File: src/rtl/data_io_pump.sv
// data_io_pump: SPI master that plays the I/O-controller role towards a data_io
// slave. It checks the ACK byte, selects a file index, streams a byte source with
// the 0x61 pump command and closes the download with 0x62.
//
// Source handshake: the payload byte is captured on the clock edge that raises
// src_ready. src_ready is therefore high during the cycle after the capture, and
// the source advances to its next byte when it sees src_ready high. Bytes are
// needed at most once per 8*2*CLK_DIV cycles, so this lag never loses a byte.
module data_io_pump #(
    parameter int unsigned CLK_DIV = 4,
    parameter int unsigned SS_GAP  = 8
) (
    input  logic        clk_sys,
    input  logic        reset_n,
    input  logic        start,
    input  logic [7:0]  index,
    input  logic [24:0] length,
    input  logic [7:0]  src_data,
    input  logic        src_valid,
    output logic        src_ready,
    output logic        busy,
    output logic        done,
    output logic        error,
    output logic        SPI_SCK,
    output logic        SPI_SS2,
    output logic        SPI_DI,
    input  logic        SPI_DO
);

    localparam int unsigned LEN_W   = 25;
    localparam int unsigned CNT_MAX = (CLK_DIV > SS_GAP) ? CLK_DIV : SS_GAP;
    localparam int unsigned CNT_W   = $clog2(CNT_MAX + 1);

    localparam logic [7:0] ACK_OK   = 8'h4B;
    localparam logic [7:0] CMD_IDX  = 8'h55;
    localparam logic [7:0] CMD_PUMP = 8'h61;
    localparam logic [7:0] CMD_END  = 8'h62;

    localparam logic [CNT_W-1:0] DIV_LAST = CNT_W'(CLK_DIV - 1);
    localparam logic [CNT_W-1:0] GAP_LAST = CNT_W'(SS_GAP - 1);

    // Bit-level engine states; LOAD fetches the next byte (and waits for the source).
    typedef enum logic [2:0] {
        ST_IDLE,
        ST_LOAD,
        ST_LOW,
        ST_HIGH,
        ST_HOLD,
        ST_GAP
    } state_t;

    // Which SS2-framed transaction of the download is in progress.
    typedef enum logic [1:0] {
        PH_ACK,
        PH_IDX,
        PH_PUMP,
        PH_END
    } phase_t;

    state_t             state;
    phase_t             phase;
    logic [CNT_W-1:0]   cnt;
    logic [2:0]         bit_cnt;
    logic [1:0]         tx_cnt;
    logic [7:0]         tx_sr;
    logic [7:0]         rx_sr;
    logic [7:0]         index_q;
    logic [LEN_W-1:0]   remaining;
    logic               pad_pending;

    logic               nxt_have;
    logic               nxt_src;
    logic               nxt_pad;
    logic [7:0]         nxt_byte;
    logic [7:0]         load_byte;

    // Next byte of the current transaction, given how many bytes were already loaded.
    always_comb begin
        nxt_have = 1'b0;
        nxt_src  = 1'b0;
        nxt_pad  = 1'b0;
        nxt_byte = 8'h00;
        case (phase)
            PH_ACK: begin
                nxt_have = (tx_cnt != 2'd2);
            end
            PH_IDX: begin
                if (tx_cnt == 2'd0) begin
                    nxt_have = 1'b1;
                    nxt_byte = CMD_IDX;
                end else if (tx_cnt == 2'd1) begin
                    nxt_have = 1'b1;
                    nxt_byte = index_q;
                end
            end
            PH_PUMP: begin
                if (tx_cnt == 2'd0) begin
                    nxt_have = 1'b1;
                    nxt_byte = CMD_PUMP;
                end else if (remaining != '0) begin
                    nxt_have = 1'b1;
                    nxt_src  = 1'b1;
                end else if (pad_pending) begin
                    nxt_have = 1'b1;
                    nxt_pad  = 1'b1;
                end
            end
            PH_END: begin
                if (tx_cnt == 2'd0) begin
                    nxt_have = 1'b1;
                    nxt_byte = CMD_END;
                end
            end
            default: begin
                nxt_have = 1'b0;
            end
        endcase
        load_byte = nxt_src ? src_data : nxt_byte;
    end

    // Download sequencer, SPI byte engine and registered outputs.
    always_ff @(posedge clk_sys or negedge reset_n) begin
        if (!reset_n) begin
            state       <= ST_IDLE;
            phase       <= PH_ACK;
            cnt         <= '0;
            bit_cnt     <= '0;
            tx_cnt      <= '0;
            tx_sr       <= '0;
            rx_sr       <= '0;
            index_q     <= '0;
            remaining   <= '0;
            pad_pending <= 1'b0;
            src_ready   <= 1'b0;
            busy        <= 1'b0;
            done        <= 1'b0;
            error       <= 1'b0;
            SPI_SCK     <= 1'b0;
            SPI_SS2     <= 1'b1;
            SPI_DI      <= 1'b0;
        end else begin
            src_ready <= 1'b0;
            done      <= 1'b0;
            case (state)
                ST_IDLE: begin
                    // A start landing on the done cycle belongs to the finished download.
                    if (start && !done) begin
                        index_q     <= index;
                        remaining   <= length;
                        pad_pending <= length[0];
                        error       <= 1'b0;
                        busy        <= 1'b1;
                        phase       <= PH_ACK;
                        tx_cnt      <= 2'd0;
                        cnt         <= '0;
                        state       <= ST_LOAD;
                    end
                end
                ST_LOAD: begin
                    // SCK stays low here while a payload byte is not yet available.
                    if (!nxt_src || src_valid) begin
                        SPI_SS2 <= 1'b0;
                        tx_sr   <= load_byte;
                        SPI_DI  <= load_byte[7];
                        bit_cnt <= 3'd0;
                        // First byte: SS2 falls now, so the full low phase follows.
                        // Later bytes: SCK already fell one cycle ago.
                        cnt     <= (tx_cnt == 2'd0) ? CNT_W'(0) : CNT_W'(1);
                        if (tx_cnt != 2'd2) begin
                            tx_cnt <= tx_cnt + 2'd1;
                        end
                        if (nxt_src) begin
                            src_ready <= 1'b1;
                            remaining <= remaining - LEN_W'(1);
                        end
                        if (nxt_pad) begin
                            pad_pending <= 1'b0;
                        end
                        state <= ST_LOW;
                    end
                end
                ST_LOW: begin
                    if (cnt == DIV_LAST) begin
                        SPI_SCK <= 1'b1;
                        rx_sr   <= {rx_sr[6:0], SPI_DO};
                        cnt     <= '0;
                        state   <= ST_HIGH;
                    end else begin
                        cnt <= cnt + CNT_W'(1);
                    end
                end
                ST_HIGH: begin
                    if (cnt == DIV_LAST) begin
                        SPI_SCK <= 1'b0;
                        cnt     <= '0;
                        if (bit_cnt == 3'd7) begin
                            state <= nxt_have ? ST_LOAD : ST_HOLD;
                        end else begin
                            bit_cnt <= bit_cnt + 3'd1;
                            tx_sr   <= {tx_sr[6:0], 1'b0};
                            SPI_DI  <= tx_sr[6];
                            state   <= ST_LOW;
                        end
                    end else begin
                        cnt <= cnt + CNT_W'(1);
                    end
                end
                ST_HOLD: begin
                    if (cnt == DIV_LAST) begin
                        SPI_SS2 <= 1'b1;
                        cnt     <= '0;
                        state   <= ST_GAP;
                    end else begin
                        cnt <= cnt + CNT_W'(1);
                    end
                end
                ST_GAP: begin
                    // Decisions are taken only after the inter-transaction gap has elapsed.
                    if (cnt == GAP_LAST) begin
                        cnt    <= '0;
                        tx_cnt <= 2'd0;
                        case (phase)
                            PH_ACK: begin
                                if (rx_sr == ACK_OK) begin
                                    phase <= PH_IDX;
                                    state <= ST_LOAD;
                                end else begin
                                    error <= 1'b1;
                                    busy  <= 1'b0;
                                    state <= ST_IDLE;
                                end
                            end
                            PH_IDX: begin
                                phase <= PH_PUMP;
                                state <= ST_LOAD;
                            end
                            PH_PUMP: begin
                                phase <= PH_END;
                                state <= ST_LOAD;
                            end
                            default: begin
                                done  <= 1'b1;
                                busy  <= 1'b0;
                                state <= ST_IDLE;
                            end
                        endcase
                    end else begin
                        cnt <= cnt + CNT_W'(1);
                    end
                end
                default: begin
                    state <= ST_IDLE;
                end
            endcase
        end
    end

endmodule

File: config.mk
export PLATFORM = sky130hd
export DESIGN_NAME = data_io_pump
export DESIGN_NICKNAME = d
export VERILOG_FILES = /design/src/rtl/data_io_pump.sv
export SDC_FILE = /design/constraint.sdc
export NUM_CORES = 1
export LEC_CHECK = 0
export ABC_AREA = 0
export BUFFER_PORTS_ARGS = -buffer_cell sky130_fd_sc_hd__buf_2
export CORE_MARGIN = 2
export CORE_UTILIZATION = 45
export DETAILED_ROUTE_END_ITERATION = 8
export SKIP_CTS_REPAIR_TIMING = 1
export SLEW_MARGIN = 20
export SYNTH_ARGS = -nofsm -noshare
export SYNTH_HDL_FRONTEND = slang
export SYNTH_SLANG_ARGS = --single-unit
export TNS_END_PERCENT = 20
File: constraint.sdc
create_clock -name clk_sys -period 4.1 [get_ports clk_sys]
set_input_delay 0 -clock clk_sys [delete_from_list [all_inputs] [get_ports clk_sys]]
set_output_delay 0 -clock clk_sys [all_outputs]
set_load 0.03 [all_outputs]
# Yosys cells after proc, flatten, opt, wreduce, memory -nomap -nowiden
# Index checks and enable logic that the tools add are counted.
[word_totals]
reg_bits = 70
inputBits = 46
out_inout_bits = 7
elab_cells = 168
[classes]
n_addsub = 4
n_eq_ne = 30
n_mux = 86
reduce_logical = 31
[op_table]
columns = ["operator", "n"]
rows = [
  ["$mux W25", 3],
  ["$pmux W25 S2", 1],
  ["$mux W1", 36],
  ["$mux W7", 5],
  ["$mux W3", 11],
  ["$ne A2 B2 Y1 const B", 13],
  ["$reduce_bool A25 Y1", 1],
  ["$sub A25 B1 Y25 const B", 1],
  ["$mux W8", 3],
  ["$pmux W8 S3", 1],
  ["$reduce_and A5 Y1", 4],
  ["$pmux W3 S6", 1],
  ["$mux W4", 4],
  ["$pmux W4 S4", 1],
  ["$pmux W1 S2", 7],
  ["$pmux W7 S2", 1],
  ["$mux W2", 6],
  ["$pmux W2 S3", 2],
  ["$pmux W3 S2", 2],
  ["$reduce_and A4 Y1", 3],
  ["$reduce_bool A2 Y1", 5],
  ["$eq A3 B3 Y1 const B", 3],
  ["$reduce_and A3 Y1", 3],
  ["$eq A8 B7 Y1 const B", 1],
  ["25 further kinds", 33],
]

# Longest topological paths before layout
[depth]
ltp_word = 8
ltp_mapped = 10
ltp_nobuf = 8

# Worst setup path after synthesis
# No wires, ideal clock.
[synth_path]
kind = "register to register"
from = "register remaining[14]"
to = "register cnt[0]"
setup_ns = 0.125
arrival_time_ns = 2.255
required_ns = 3.975
slack_ns = 1.720
path_stages_with_launch = 7
n_path_buf = 0
period_less_slack_ns = 2.380
path_cell_list = "dfrtp_1 or4_4 nor4_4 a21oi_2 a31oi_4 nand2_2 mux2_4"
[synth_between]
elab_chain_cells = 8
[synth_lines]
columns = ["item", "line_no", "rtl"]
rows = [
  ["start, declared", "68", "logic [LEN_W-1:0] remaining;"],
  ["start signal, assigned", "149", "remaining <= length;"],
  ["start signal, assigned", "174", "remaining <= remaining - LEN_W'(1);"],
  ["$reduce_bool A25 Y1", "100", "end else if (remaining != '0) begin"],
  ["$mux W1", "100", ""],
  ["$mux W1", "97", "if (tx_cnt == 2'd0) begin"],
  ["$mux W1", "83", "case (phase)"],
  ["$logic_not A1 Y1", "161", "if (!nxt_src || src_valid) begin"],
  ["$logic_or A1 B1 Y1", "161", ""],
  ["$ne A2 B2 Y1 (no line)", "-", ""],
  ["$reduce_and A3 Y1 (no line)", "-", ""],
  ["end signal, assigned", "168", "cnt <= (tx_cnt == 2'd0) ? CNT_W'(0) : CNT_W'(1);"],
  ["end signal, assigned", "189", "cnt <= cnt + CNT_W'(1);"],
  ["end signal, assigned", "205", "cnt <= cnt + CNT_W'(1);"],
  ["end, declared", "62", "logic [CNT_W-1:0] cnt;"],
]
# No other way between the ends.
# A chain may end at the register's enable or synchronous reset.

# Final worst setup path
# Ends and elaborated chain as after synthesis.

==> results.yml <==
timing:
  max_slew_margin_pct: 45.6
  clock_skew_ps: 10.8
  setup_violations: 0
  fmax_mhz: 361
  worst_pin_slew_ps: 812
  hold_slack_ps: -25.1
  finalHoldViolCount: 9
  tns_ps: 0
  timing.final.crit_share_pct: 67.5
  slew_viol_final: 0
  timing.final.crit_period_ps: 2770
  rsz0062_at_grt: "no"
clock_network:
  clock_path_buffers: 2
  tritoncts: "yes"
  clkTransAtPathRegs_ps: 80
  cts-root-buf: "clkbuf_8"
  clock_latency_ps: 350
  clock-sinks: 70
  numCtsBuffers: 9
  htreeDepth: 3
yosys:
  synth_xor_area_share_pct: 0
  synth_seq_cells: 70
  synth_top_family_by_area: "simple AND/OR/NAND/NOR gates"
  yosysSeqAreaShare_pct: 42.7
  yosysUniqueCellTypes: 61
  syn_area_um2: 4100
  synth_compound_area_share_pct: 21.9
  yosys.area.top_type_share_pct: 42.1
  ys.flop_type: "dfrtp_1"
  ys_async_sr_fraction_pct: 100
  ys_top_cells_by_area: "dfrtp_1, nand2_1, a21oi_1"
  synth_fp_nets: 518
  synth_fa_ha_area_share_pct: 3.66
  syn_avg_cell_area_um2: 8.92
  yosys.area_share.simple_pct: 22.4
  yosys.area.top_type: "dfrtp_1"
  synth.most_common_cell: "dfrtp_1"
  synth-edff-count: 0
  yosys-top-cells-count: "dfrtp_1, nand2_1, nor2_1"
  synth.area.mux_share_pct: 5.67
  synthCells: 460
  yosys_warnings: 0
die:
  row_count: 34
  io-pin-count: 53
  dieArea_um2: 9890
  die_x_um: 99.5
  fp.dieH_um: 99.5
  start_util_pct: 46.8
  core_area_um2: 8760
critical_path:
  crit_slowest_cell: "or4_4"
  cp.arrival_ps: 3000
  path_max_fanout: 15
  crit_path_cell_trace: "or4_4, nor4_4, a21oi_2, a31oi_4, nand2_2, mux2_4"
  crit_type: "flip-flop to flip-flop"
  worstSetupStartpoint: "remaining[14]"
  cp_slowest_stage_delay_ps: 610
  cp_data_required_time_ps: 4330
  cp-start-kind: "flip-flop"
  r2r_start: "remaining[14]"
  endpoint_kind: "flip-flop"
global_route:
  grt_overflow_total: 0
  antenna_found_initial: 0
  track_usage_pct: 22.2
  grt_max_degree: 43
  grt_first_pass_wirelength_um: 17400
  first_global_vias: 3458
run_status:
  violations: "negative hold slack"
  status: "finished, violations left"
min_path:
  min_path_type: "input pin to flip-flop"
  worstHoldStart: "length[19]"
drt:
  drc: 0
  routed_via_density: 5.85
  drt-initial-drc-count: 279
  post_drt_wl_per_cell_um: 16.5
  ant_nets: 0
  drt_wl_total_um: 10500
  dr.pass1.iters: 4
  num_vias: 3739
power_and_ir_drop:
  total_power_mw: 3.01
  vdd_ir_drop_max_mv: 0.294
  power.static_leakage_nw: 2.13
  power.density_nw_per_um2: 621
placement:
  io_buffer_count: 52
  gp_congestion: 0.841
  hpwl_um: 7470
final_layout:
  utilization_pct: 55.3
  nets: 584
  drive_above_1_share_pct: 19.0
  synthToLayoutAreaGrowth_pct: 18.2
  diodes: 0
  nFillCells: 826
job:
  drv_cap: 0
## layout make-up
class / instances / area (µm²) / share of cell area, %
Sequential cell: 70 / 1750 / 36.2
Inverter: 9 / 33.8 / 0.697
Clock buffer: 9 / 124 / 2.55
Timing Repair Buffer: 83 / 553 / 11.4
Tap cell: 108 / 135 / 2.79
Multi-Input combinational cell: 353 / 2200 / 45.4
Clock inverter: 7 / 50.0 / 1.03
## registers in the layout (all words and copies together), names as in the netlist
register	flops
error	1
state	3
rx_sr	8
bit_cnt	3
phase	2
done	1
SPI_SS2	1
SPI_DI	1
cnt	4
busy	1
tx_cnt	2
remaining	25
src_ready	1
index_q	8
SPI_SCK	1
tx_sr	7
pad_pending	1
## routing by layer
metal	up-vias	track usage (%)	routed length (µm)
met1	1792	32.4	5060
met2	99	34.0	4840
met3	10	3.44	532
met4	0	7.06	96
li1	1838	-	-
met5	-	0	0
## path summary, 6_finish.rpt
path	to	slack [ps]	cells after the start
setup / recovery	cnt[0]	1330	6
min in group asynchronous	bit_cnt[2]	210	2
hold reg to reg	index_q[1]	480	2
setup reg to reg	cnt[0]	1330	6
max in group asynchronous	remaining[2]	2890	3
hold / removal	remaining[19]	-30	3
## metrics by stage
stage               setup slack [ps]  std cells  instance area (µm²)
finish                          1330        639                 4850
global route                    1180        639                 4850
CTS                             1350        615                 4610
detailed placement              1370        599                 4430
global placement                1440        599                 4430
floorplan                       1720        460                 4100
## power by group
part | total, mW | leakage, nW | switching, mW | internal, mW
sequential | 1.18 | 0.897 | 0.231 | 0.948
combinational | 1.32 | 1.15 | 0.804 | 0.520
clock | 0.507 | 0.0816 | 0.287 | 0.220
## cells by family after synthesis
logic type	Yosys count
and+or+nand+nor	185
AOI/OAI and AO/OA	135
DFF	70
buffers and inverters	37
muxes	21
adders and majority gates	12
## worst max-delay path, delay by kind of cell (launching register included)
kind	cells	cell delay, ps
muxes	1	310
AOI/OAI and AO/OA	2	660
and+or+nand+nor	3	1220
DFF	1	470
## cell usage in the layout, fill, tap and decap left out, types with 7 or more instances in the layout
cell type,n
a21oi_1,30
dlygate4sd3_1,24
buf_2,52
o31ai_1,9
nand2_1,65
ha_1,12
clkbuf_8,9
nor3_1,11
inv_1,9
buf_4,7
a31oi_1,8
nand4_1,7
o21ai_0,24
nand3_1,16
mux2i_1,9
nor2_1,38
o22ai_1,11
nor4_1,10
dfrtp_1,69
mux2_2,10
a211oi_1,10
Note: power is estimated with default switching activity, not from simulation.
